`src/rtl/mux4_arb_pkg.sv`:
```
// ---------------------------------------------------------------------------
// mux4_arb_pkg
// Shared types and constants for the 4-way round-robin mux arbiter.
//   arb_state_t : arbiter FSM state (ARB_IDLE / ARB_OWN)
//   ARB_N_REQ   : number of requesters
//   ARB_SEL_W   : width of the binary select / requester index
// ---------------------------------------------------------------------------
package mux4_arb_pkg;

    localparam int ARB_N_REQ = 4;
    localparam int ARB_SEL_W = 2;

    typedef enum logic [0:0] {
        ARB_IDLE = 1'b0,
        ARB_OWN  = 1'b1
    } arb_state_t;

endpackage : mux4_arb_pkg

```
`src/rtl/rr_pick4.sv`:
```
// ---------------------------------------------------------------------------
// rr_pick4
// Combinational round-robin winner search over four requests.
// Search order is start+1, start+2, start+3, start (mod 4). With excl_cur set
// the start position itself is skipped, which is how the current owner is
// left out when looking for someone to hand over to.
// Ports:
//   req      in  [3:0] request vector
//   start    in  [1:0] search origin (most recent owner)
//   excl_cur in        skip the start position
//   found    out       a winner exists
//   win      out [1:0] index of the winner (0 when none found)
// ---------------------------------------------------------------------------
module rr_pick4
    import mux4_arb_pkg::*;
(
    input  logic [ARB_N_REQ-1:0] req,
    input  logic [ARB_SEL_W-1:0] start,
    input  logic                 excl_cur,
    output logic                 found,
    output logic [ARB_SEL_W-1:0] win
);

    always_comb begin
        found = 1'b0;
        win   = '0;
        for (int i = 1; i <= ARB_N_REQ; i++) begin
            logic [ARB_SEL_W-1:0] idx;
            // i = 4 wraps back onto start itself
            idx = start + ARB_SEL_W'(i);
            if (!found && req[idx] && !(excl_cur && (i == ARB_N_REQ))) begin
                found = 1'b1;
                win   = idx;
            end
        end
    end

endmodule : rr_pick4

```
`src/rtl/mux4_rr_arbiter.sv`:
```
// ---------------------------------------------------------------------------
// mux4_rr_arbiter
// Round-robin arbiter sharing one 4:1 bit-select path between four
// requesters. Registers a one-hot grant and binary select each cycle, and
// registers the selected data bit one cycle later together with a valid flag.
//
// Build option: define MUX4_ARB_HOLD_LIMIT_EN to enable MAX_HOLD preemption
// (an owner is rotated out after MAX_HOLD cycles when others are waiting).
// Without it the owner keeps the grant until it drops its request and the
// hold counter does not exist.
//
// Parameters:
//   MAX_HOLD     max consecutive grant cycles while others wait (1..15)
// Ports:
//   clk          in        rising-edge clock
//   rst          in        synchronous active-high reset
//   req          in  [3:0] level requests
//   din          in  [3:0] data bit per requester
//   gnt          out [3:0] registered one-hot grant, 0 when idle
//   sel          out [1:0] registered owner index (held while idle)
//   busy         out       registered |gnt
//   dout         out       registered din[sel] of previous cycle
//   dout_vld     out       dout carries a granted bit
//
// state    | meaning
// ---------+---------------------------------------------------
// ARB_IDLE | nobody owns the path, gnt = 0
// ARB_OWN  | requester sel owns the path, exactly one gnt bit
// ---------------------------------------------------------------------------
module mux4_rr_arbiter
    import mux4_arb_pkg::*;
#(
    parameter int MAX_HOLD = 4
) (
    input  logic                 clk,
    input  logic                 rst,
    input  logic [ARB_N_REQ-1:0] req,
    input  logic [ARB_N_REQ-1:0] din,
    output logic [ARB_N_REQ-1:0] gnt,
    output logic [ARB_SEL_W-1:0] sel,
    output logic                 busy,
    output logic                 dout,
    output logic                 dout_vld
);

    if ((MAX_HOLD < 1) || (MAX_HOLD > 15)) begin : g_bad_max_hold
        $error("mux4_rr_arbiter: MAX_HOLD must be in 1..15");
    end

    arb_state_t           state_q, state_d;
    logic [ARB_N_REQ-1:0] gnt_q, gnt_d;
    logic [ARB_SEL_W-1:0] sel_q, sel_d;
    logic [ARB_SEL_W-1:0] last_q, last_d;
    logic                 busy_q, busy_d;
    logic                 dout_q, dout_d;
    logic                 dout_vld_q, dout_vld_d;

`ifdef MUX4_ARB_HOLD_LIMIT_EN
    localparam int CNT_W = 4;
    logic [CNT_W-1:0] cnt_q, cnt_d;
`endif

    logic                 pick_found;
    logic [ARB_SEL_W-1:0] pick_win;

    // In OWN, last_q is always the current owner, so one search from last_q
    // covers both the idle pick and the handover pick.
    rr_pick4 u_pick (
        .req      (req),
        .start    (last_q),
        .excl_cur (state_q == ARB_OWN),
        .found    (pick_found),
        .win      (pick_win)
    );

    always_comb begin
        state_d = state_q;
        gnt_d   = gnt_q;
        sel_d   = sel_q;
        last_d  = last_q;
`ifdef MUX4_ARB_HOLD_LIMIT_EN
        cnt_d   = cnt_q;
`endif

        unique case (state_q)
            ARB_IDLE: begin
                if (pick_found) begin
                    state_d = ARB_OWN;
                    gnt_d   = ARB_N_REQ'(1) << pick_win;
                    sel_d   = pick_win;
                    last_d  = pick_win;
`ifdef MUX4_ARB_HOLD_LIMIT_EN
                    cnt_d   = '0;
`endif
                end
            end
            ARB_OWN: begin
                if (!req[sel_q]) begin
                    if (pick_found) begin
                        gnt_d  = ARB_N_REQ'(1) << pick_win;
                        sel_d  = pick_win;
                        last_d = pick_win;
                    end else begin
                        state_d = ARB_IDLE;
                        gnt_d   = '0;
                    end
`ifdef MUX4_ARB_HOLD_LIMIT_EN
                    cnt_d = '0;
`endif
                end
`ifdef MUX4_ARB_HOLD_LIMIT_EN
                else if (cnt_q == CNT_W'(MAX_HOLD - 1)) begin
                    // Hold expired: rotate if anyone else waits, else restart
                    // the window for the same owner.
                    if (pick_found) begin
                        gnt_d  = ARB_N_REQ'(1) << pick_win;
                        sel_d  = pick_win;
                        last_d = pick_win;
                    end
                    cnt_d = '0;
                end else begin
                    cnt_d = cnt_q + CNT_W'(1);
                end
`endif
            end
            default: begin
                state_d = ARB_IDLE;
                gnt_d   = '0;
            end
        endcase

        busy_d     = |gnt_d;
        dout_vld_d = busy_q;
        dout_d     = busy_q & din[sel_q];
    end

    always_ff @(posedge clk) begin
        if (rst) begin
            state_q    <= ARB_IDLE;
            gnt_q      <= '0;
            sel_q      <= '0;
            last_q     <= ARB_SEL_W'(ARB_N_REQ - 1);
            busy_q     <= 1'b0;
            dout_q     <= 1'b0;
            dout_vld_q <= 1'b0;
`ifdef MUX4_ARB_HOLD_LIMIT_EN
            cnt_q      <= '0;
`endif
        end else begin
            state_q    <= state_d;
            gnt_q      <= gnt_d;
            sel_q      <= sel_d;
            last_q     <= last_d;
            busy_q     <= busy_d;
            dout_q     <= dout_d;
            dout_vld_q <= dout_vld_d;
`ifdef MUX4_ARB_HOLD_LIMIT_EN
            cnt_q      <= cnt_d;
`endif
        end
    end

    assign gnt      = gnt_q;
    assign sel      = sel_q;
    assign busy     = busy_q;
    assign dout     = dout_q;
    assign dout_vld = dout_vld_q;

endmodule : mux4_rr_arbiter

```
`config.mk`:
```
export PLATFORM = sky130hd
export DESIGN_NAME = mux4_rr_arbiter
export DESIGN_NICKNAME = d
export VERILOG_FILES = /design/src/rtl/mux4_arb_pkg.sv /design/src/rtl/rr_pick4.sv /design/src/rtl/mux4_rr_arbiter.sv
export SDC_FILE = /design/constraint.sdc
export NUM_CORES = 1
export LEC_CHECK = 0
export ABC_CLOCK_PERIOD_IN_PS = 3200
export CORE_MARGIN = 2
export CORE_UTILIZATION = 50
export CTS_CLUSTER_DIAMETER = 120
export DETAILED_ROUTE_END_ITERATION = 6
export GPL_ROUTABILITY_DRIVEN = 0
export MAX_ROUTING_LAYER = met4
export PLACE_DENSITY = 0.87
export SETUP_SLACK_MARGIN = 0.5
export SYNTH_ARGS = -nofsm -noshare
export SYNTH_HDL_FRONTEND = slang
export SYNTH_SLANG_ARGS = --single-unit
```
`constraint.sdc`:
```
create_clock -name clk -period 3.2 [get_ports clk]
set_input_delay 0.48 -clock clk [delete_from_list [all_inputs] [get_ports clk]]
set_output_delay 0.48 -clock clk [all_outputs]
set_load 0.03 [all_outputs]
```
=== Yosys cells after proc, flatten, opt, wreduce, memory -nomap -nowiden ===
Cells that the tools add are included.

* ROM bits: 0
* Output and inout bits: 9
* Logic and storage cells: 61
* Memory bits (writable): 0
* Memories kept: 0
* Latch bits: 0
* Register bits: 12
* Bits of input ports: 10

* Order comparisons: 5
* $mul: 0
* $add $sub $neg: 3
* Mux-type cells: 33
* Bitwise gates (word level): 2
* Divide/modulo/power cells: 0
* Equality and inequality tests: 1
* Reductions and logical operators: 9
* Shift operators: 1

{| class="wikitable"
|+ Operators with widths
! operator !! number
|-
| 2-to-1 mux 2 bit || 8
|-
| less-than comparator 2 x 3 -> 1 bit, second input constant || 5
|-
| binary-select mux 1 bit (select 2 bit) || 6
|-
| 2-to-1 mux 1 bit || 12
|-
| 2-to-1 mux 4 bit || 3
|-
| case mux 2 bit (2 select lines) || 2
|-
| case mux 4 bit (2 select lines) || 1
|-
| adder 2 bit, second input constant || 2
|-
| logical AND 1 bit || 4
|-
| zero test 1 bit || 4
|-
| OR reduction 4 bit || 1
|-
| left shift 1 x 2 -> 4 bit, first input constant || 1
|-
| adder 2 x 1 -> 2 bit, second input constant || 1
|-
| inequality test 2 bit, second input constant || 1
|-
| case mux 1 bit (2 select lines) || 1
|-
| bitwise AND 1 bit || 1
|-
| NOT 1 bit || 1
|}

=== Logic depth before layout (Yosys ltp) ===
* Depth in word-level cells: 19
* Mapped depth: 8
* Gate-level depth less buffers: 6

=== Modules after synthesis ===
From an unflattened synthesis, not the netlist that was laid out.

* Cell total of the unflattened synthesis: 75
* Area total of the unflattened synthesis: 690.7 µm²

{| class="wikitable"
|+ Modules (own cells, without submodules)
! module !! times used !! cells each !! area each (µm²) !! seq. area each (µm²)
|-
| mux4_rr_arbiter || 1 || 47 || 503.0 || 240.2
|-
| rr_pick4 || 1 || 28 || 187.7 || 0.0
|}

=== Worst setup path after synthesis ===
Ideal clock, no wire load.

* Path kind: register to register
* Start: reg sel_q[0] (netlist: sel[0])
* End: reg busy_q (netlist: busy)
* Data required time: 3.123 ns
* Data arrival time: 2.025 ns
* Buffers on the path: 0
* Path slack: 1.098 ns
* Setup time: 0.077 ns
* Period minus slack after synthesis: 2.102 ns
* Stages on the path, launching flop included: 6
* Cell sequence: dfxtp_1 mux4_2 o32a_1 nor4_1 a21oi_1 a41oi_2

* Cells in the longest elaborated chain, start to end: 5

{| class="wikitable"
|+ RTL lines
! what !! RTL line !! source
|-
| start, declared || mux4_rr_arbiter.sv:52 || <nowiki>logic [ARB_SEL_W-1:0] sel_q, sel_d;</nowiki>
|-
| start signal, assigned || mux4_rr_arbiter.sv:152 || <nowiki>sel_q <= sel_d;</nowiki>
|-
| binary-select mux 1 bit (select 2 bit) || mux4_rr_arbiter.sv:98 || <nowiki>if (!req[sel_q]) begin</nowiki>
|-
| 2-to-1 mux 1 bit (implied by the code) || mux4_rr_arbiter.sv:98 ||
|-
| 2-to-1 mux 4 bit || mux4_rr_arbiter.sv:98 ||
|-
| case mux 4 bit (2 select lines) || mux4_rr_arbiter.sv:85 || <nowiki>unique case (state_q)</nowiki>
|-
| OR reduction 4 bit || mux4_rr_arbiter.sv:132 || <nowiki>busy_d = |gnt_d;</nowiki>
|-
| end signal, assigned || mux4_rr_arbiter.sv:154 || <nowiki>busy_q <= busy_d;</nowiki>
|-
| end, declared || mux4_rr_arbiter.sv:54 || <nowiki>logic busy_q, busy_d;</nowiki>
|}

Every way passes these cells. The select of a mux whose other input is x is not followed.
A chain may end at the register's enable or synchronous reset.

=== Worst setup path after layout ===
* Start: in req[1]
* End: reg busy_q (netlist: busy)

* Cells in the longest elaborated chain, start to end: 18
* Elaborated cells between the ends (all ways): 31
* Classes of those cells: shift (1); mux (22); reduce/logical (8)

{| class="wikitable"
|+ RTL lines
! what !! RTL line !! source
|-
| start, declared || mux4_rr_arbiter.sv:37 || <nowiki>input logic [ARB_N_REQ-1:0] req,</nowiki>
|-
| binary-select mux 1 bit (select 2 bit) || rr_pick4.sv:31 || <nowiki>if (!found && req[idx] && !(excl_cur && (i == ARB_N_REQ))) begin</nowiki>
|-
| 2-to-1 mux 1 bit (implied by the code) || rr_pick4.sv:31 ||
|-
| 2-to-1 mux 1 bit || rr_pick4.sv:31 ||
|-
| zero test 1 bit || rr_pick4.sv:31 ||
|-
| logical AND 1 bit || rr_pick4.sv:31 ||
|-
| 2-to-1 mux 1 bit || rr_pick4.sv:31 ||
|-
| zero test 1 bit || rr_pick4.sv:31 ||
|-
| logical AND 1 bit || rr_pick4.sv:31 ||
|-
| 2-to-1 mux 1 bit || rr_pick4.sv:31 ||
|-
| zero test 1 bit || rr_pick4.sv:31 ||
|-
| logical AND 1 bit (2 in a row) || rr_pick4.sv:31 ||
|-
| 2-to-1 mux 2 bit || rr_pick4.sv:31 ||
|-
| left shift 1 x 2 -> 4 bit || mux4_rr_arbiter.sv:89, mux4_rr_arbiter.sv:100 ||
|-
| 2-to-1 mux 4 bit || mux4_rr_arbiter.sv:99 || <nowiki>if (pick_found) begin</nowiki>
|-
| 2-to-1 mux 4 bit || mux4_rr_arbiter.sv:98 ||
|-
| case mux 4 bit (2 select lines) (*) || mux4_rr_arbiter.sv:85 ||
|-
| OR reduction 4 bit (*) || mux4_rr_arbiter.sv:132 ||
|}

Every way passes the cells marked *; elsewhere a longest branch is shown, timed or not. The select of a mux whose other input is x is not followed.

==> results.rst <==
.. list-table::
   :header-rows: 1

   * - Metric
     - Value
   * - Result of the run
     - finished clean
   * - Area of the core
     - between 0.0015 and 0.002 mm²
   * - ANT cells
     - 0
   * - Detailed-route vias per instance
     - ~6.1
   * - Critical path start-end classification
     - in -> reg
   * - Unrepaired setup endpoints after global routing
     - false
   * - Critical-path maximum fanout
     - 14
   * - Count of fill cells added during filler insertion
     - about 170
   * - Area Growth Syn to Fin
     - 21.12%
   * - Total count of max-transition violations in the final report
     - 0
   * - Mean instance size in the synthesized netlist
     - slightly below 8 µm²
   * - Crit-path max cell delay
     - 0.62 ns
   * - Total Wirelength
     - about 2.4 mm
   * - Time the worst path needs with I/O delays and setup
     - ~2.6 ns
   * - Buffer count from post-CTS setup fixing
     - 0
   * - Most instantiated library cell after synthesis
     - sky130_fd_sc_hd__nor2_1
   * - Source-to-sink clock delay at the later pin of the worst-skew pair
     - 0.27 ns
   * - Share of post-route cells with drive strength above 1
     - 0.1460
   * - Total number of vias
     - between 1,000 and 1,500
   * - Overall Power
     - approximately 0.7 mW
   * - Count of clock tree sinks
     - 12
   * - CTS buffer count
     - 3
   * - Endpoint of the worst hold-timing path
     - dout_vld
   * - Clock-pin transition on the worst setup and hold timing paths
     - ~0.070 ns
   * - Ratio of final minimum period to clock period
     - 0.8038
   * - Port Buf Inserts
     - 18
   * - Synthesized instance count
     - between 100 and 150
   * - Worst reg2reg startpoint
     - last_q[1]
   * - Final-report setup violation count
     - 0
   * - Combined area of all synthesized cells
     - approximately 980 µm²
   * - Congestion Overflow GR
     - 0
   * - Share of async-settable or async-resettable flops after synthesis
     - 0
   * - Critical Path Source Type
     - input pin
   * - Leakage power total
     - about 0.45 nW
   * - Standard cell with the maximum stage delay on the critical path
     - sky130_fd_sc_hd__clkdlybuf4s50_1
   * - Largest buffer count on any clock path
     - 2
   * - DP Wirelength
     - around 1.8 mm
   * - Cell types occupying the most area after synthesis
     - sky130_fd_sc_hd__dfxtp_1 (24%), sky130_fd_sc_hd__a21oi_1 (6.1%), sky130_fd_sc_hd__nor2_1 (5.3%), sky130_fd_sc_hd__mux4_2 (4.6%), sky130_fd_sc_hd__mux2i_1 (4.1%)
   * - Clock tree root buffer cell
     - sky130_fd_sc_hd__clkbuf_4
   * - Maximum vdd ir drop
     - about 0.39 mV
   * - Post-CTS Resized
     - 0
   * - Sequential cell area fraction in the yosys report
     - 0.2443
   * - H-Tree Depth
     - 1
   * - R2R cell count
     - 6
   * - Flops & latches, synth
     - 12
   * - Drc violations
     - 0
   * - Fin nets
     - 148
   * - Total routing usage reported by global routing
     - 0.2339
   * - Number of global-route vias before repair
     - between 900 and 1,000
   * - Width of the chip
     - between 40 and 50 µm
   * - CTS Hold Buffers Added
     - 0
   * - Required time of the critical path
     - about 3.3 ns
   * - Area enclosed by the die boundary
     - around 0.0023 mm²
   * - Area share of the largest cell type after synthesis
     - 0.2443
   * - Clock tree from TritonCTS
     - done
   * - Max Clock Freq
     - roughly 400 MHz
   * - Count of nets left with antenna violations after detail routing
     - 0
   * - Number of different library cells in the post-synthesis netlist
     - 46
   * - Maximum capacitance violations
     - 0
   * - Top post-synthesis cells by count
     - sky130_fd_sc_hd__nor2_1 (14), sky130_fd_sc_hd__a21oi_1 (12), sky130_fd_sc_hd__dfxtp_1 (12), sky130_fd_sc_hd__clkbuf_1 (7), sky130_fd_sc_hd__o21ai_0 (7)
   * - Final Skew
     - between 0.0005 and 0.0006 ns
   * - Synth warn
     - 0
   * - Hold depth
     - 1
   * - Area after detailed placement
     - 0.001155 mm²
   * - List of cells traversed by the critical path
     - clkdlybuf4s50_1, or3_1, or4_4, a211oi_4, nor4_1, a21oi_1, a41oi_2
   * - Pre-antenna DRT Iters
     - 4
   * - Starting Density
     - 0.5171
   * - Syn_nets
     - 134
   * - Final hold slack
     - 0.5016 ns
   * - Capturing element type of the critical path
     - flip-flop
   * - Flop2flop setup slack
     - just over 0.8 ns
   * - Reg-to-Reg End
     - gnt[3]
   * - Slew at the pin closest to its max-slew limit
     - between 0.5 and 0.6 ns
   * - Biggest area consumer among synthesized cells
     - sky130_fd_sc_hd__dfxtp_1
   * - Die height
     - just under 50 µm
   * - Most used DFF post-synth
     - sky130_fd_sc_hd__dfxtp_1
   * - EDFF count, synth
     - 0
   * - Final design instance area without fill
     - approximately 0.0012 mm²
   * - Setup TNS Final
     - 0 ns
   * - Average detailed-routed wire length per instance
     - between 10 and 15 µm
   * - Final hold violation count
     - 0
   * - DRT iter0 DRCs
     - 62
   * - Arrival time of data at the critical path endpoint
     - roughly 2.7 ns
   * - Path class of the lowest-slack min-delay path
     - reg -> reg
   * - Pin count of the biggest net entering global routing
     - 19
   * - Power density over cell area
     - between 500 and 600 mW/mm²
   * - Wire length of the first global-routing pass
     - ~4.2 mm
   * - Number of top-level pins
     - 19
   * - Startpoint of the most critical hold path
     - busy
   * - Max-Slew Margin vs Limit
     - 0.6208
   * - Placement row count
     - 16
   * - Initial antenna violation count
     - 0
==> per-stage QoR <==
step / setup slack, ns / util / cells
2_1_floorplan: 1.098 / - / 124
3_3_place_gp: 0.4599 / 0.6072 / 160
3_5_place_dp: 0.3619 / 0.6072 / 160
4_1_cts: 0.6488 / 0.6263 / 164
5_1_grt: 0.5632 / 0.6263 / 164
6_report: 0.6279 / 0.6263 / 164
==> worst max-delay path, delay by kind of cell <==
kind	cells	cell delay [ns]
simple gates	3	0.98
compound gates	3	0.64
buf+inv	1	0.62
==> state kept, by name, summed over array words and instances (netlist names) <==
| register | flops |
|---|---|
| last_q | 2 |
| dout | 1 |
| dout_vld | 1 |
| state_q | 1 |
| gnt | 4 |
| sel | 2 |
| busy | 1 |
==> cell usage in the layout, fill, tap and decap left out, types with 4 or more instances in the layout <==
cell type,count
sky130_fd_sc_hd__clkdlybuf4s50_1,18
sky130_fd_sc_hd__nor2_1,14
sky130_fd_sc_hd__a21oi_1,12
sky130_fd_sc_hd__dfxtp_1,12
sky130_fd_sc_hd__o21ai_0,7
sky130_fd_sc_hd__nand2_1,5
sky130_fd_sc_hd__inv_1,5
sky130_fd_sc_hd__nor2b_1,5
sky130_fd_sc_hd__nand2b_1,5
sky130_fd_sc_hd__mux2i_1,4
==> how the worst max path moves through the flow <==
stage / start / depth (start not counted) / end / slack (ns)
after floorplan: sel[0] / 5 / busy / 1.10
after detailed placement: req[1] / 7 / busy / 0.36
after CTS: req[1] / 7 / busy / 0.65
after global routing: req[1] / 7 / busy / 0.56
final: req[1] / 7 / busy / 0.63
after global placement: req[1] / 7 / busy / 0.46
==> power by group <==
group	switching (mW)	leakage, nW	internal, mW	total [mW]
clock network	0.0479	0.0210	0.0691	0.117
logic	0.190	0.332	0.159	0.350
registers	0.0504	0.0994	0.181	0.231
total	0.289	0.453	0.409	0.698
==> per-layer routing <==
layer	GRT usage	vias to the layer above	routed length (µm)
met3	0.06790	2	207
li1	-	483	-
met1	0.3041	464	1002
met5	-	-	0
met4	0.05238	0	10
met2	0.3634	57	1198
==> logic make-up (layout without fill, tap and decap cells) <==
group / after synthesis / count (layout) / synth area share
compound gates: 40 / 40 / 0.2990
buf+inv: 15 / 28 / 0.06998
flops: 12 / 12 / 0.2443
mux: 7 / 7 / 0.09796
simple gates: 50 / 50 / 0.2888
==> layout make-up <==
class | instances | area [µm²] | area share
clock buffer | 4 | 36.28 | 0.03046
inverter | 5 | 18.77 | 0.01576
sequential | 12 | 240.2 | 0.2017
tap | 27 | 33.78 | 0.02836
timing repair buffer | 19 | 187.7 | 0.1576
multi-input combinational | 97 | 674.4 | 0.5662
Note: power is estimated with default switching activity, not from simulation.
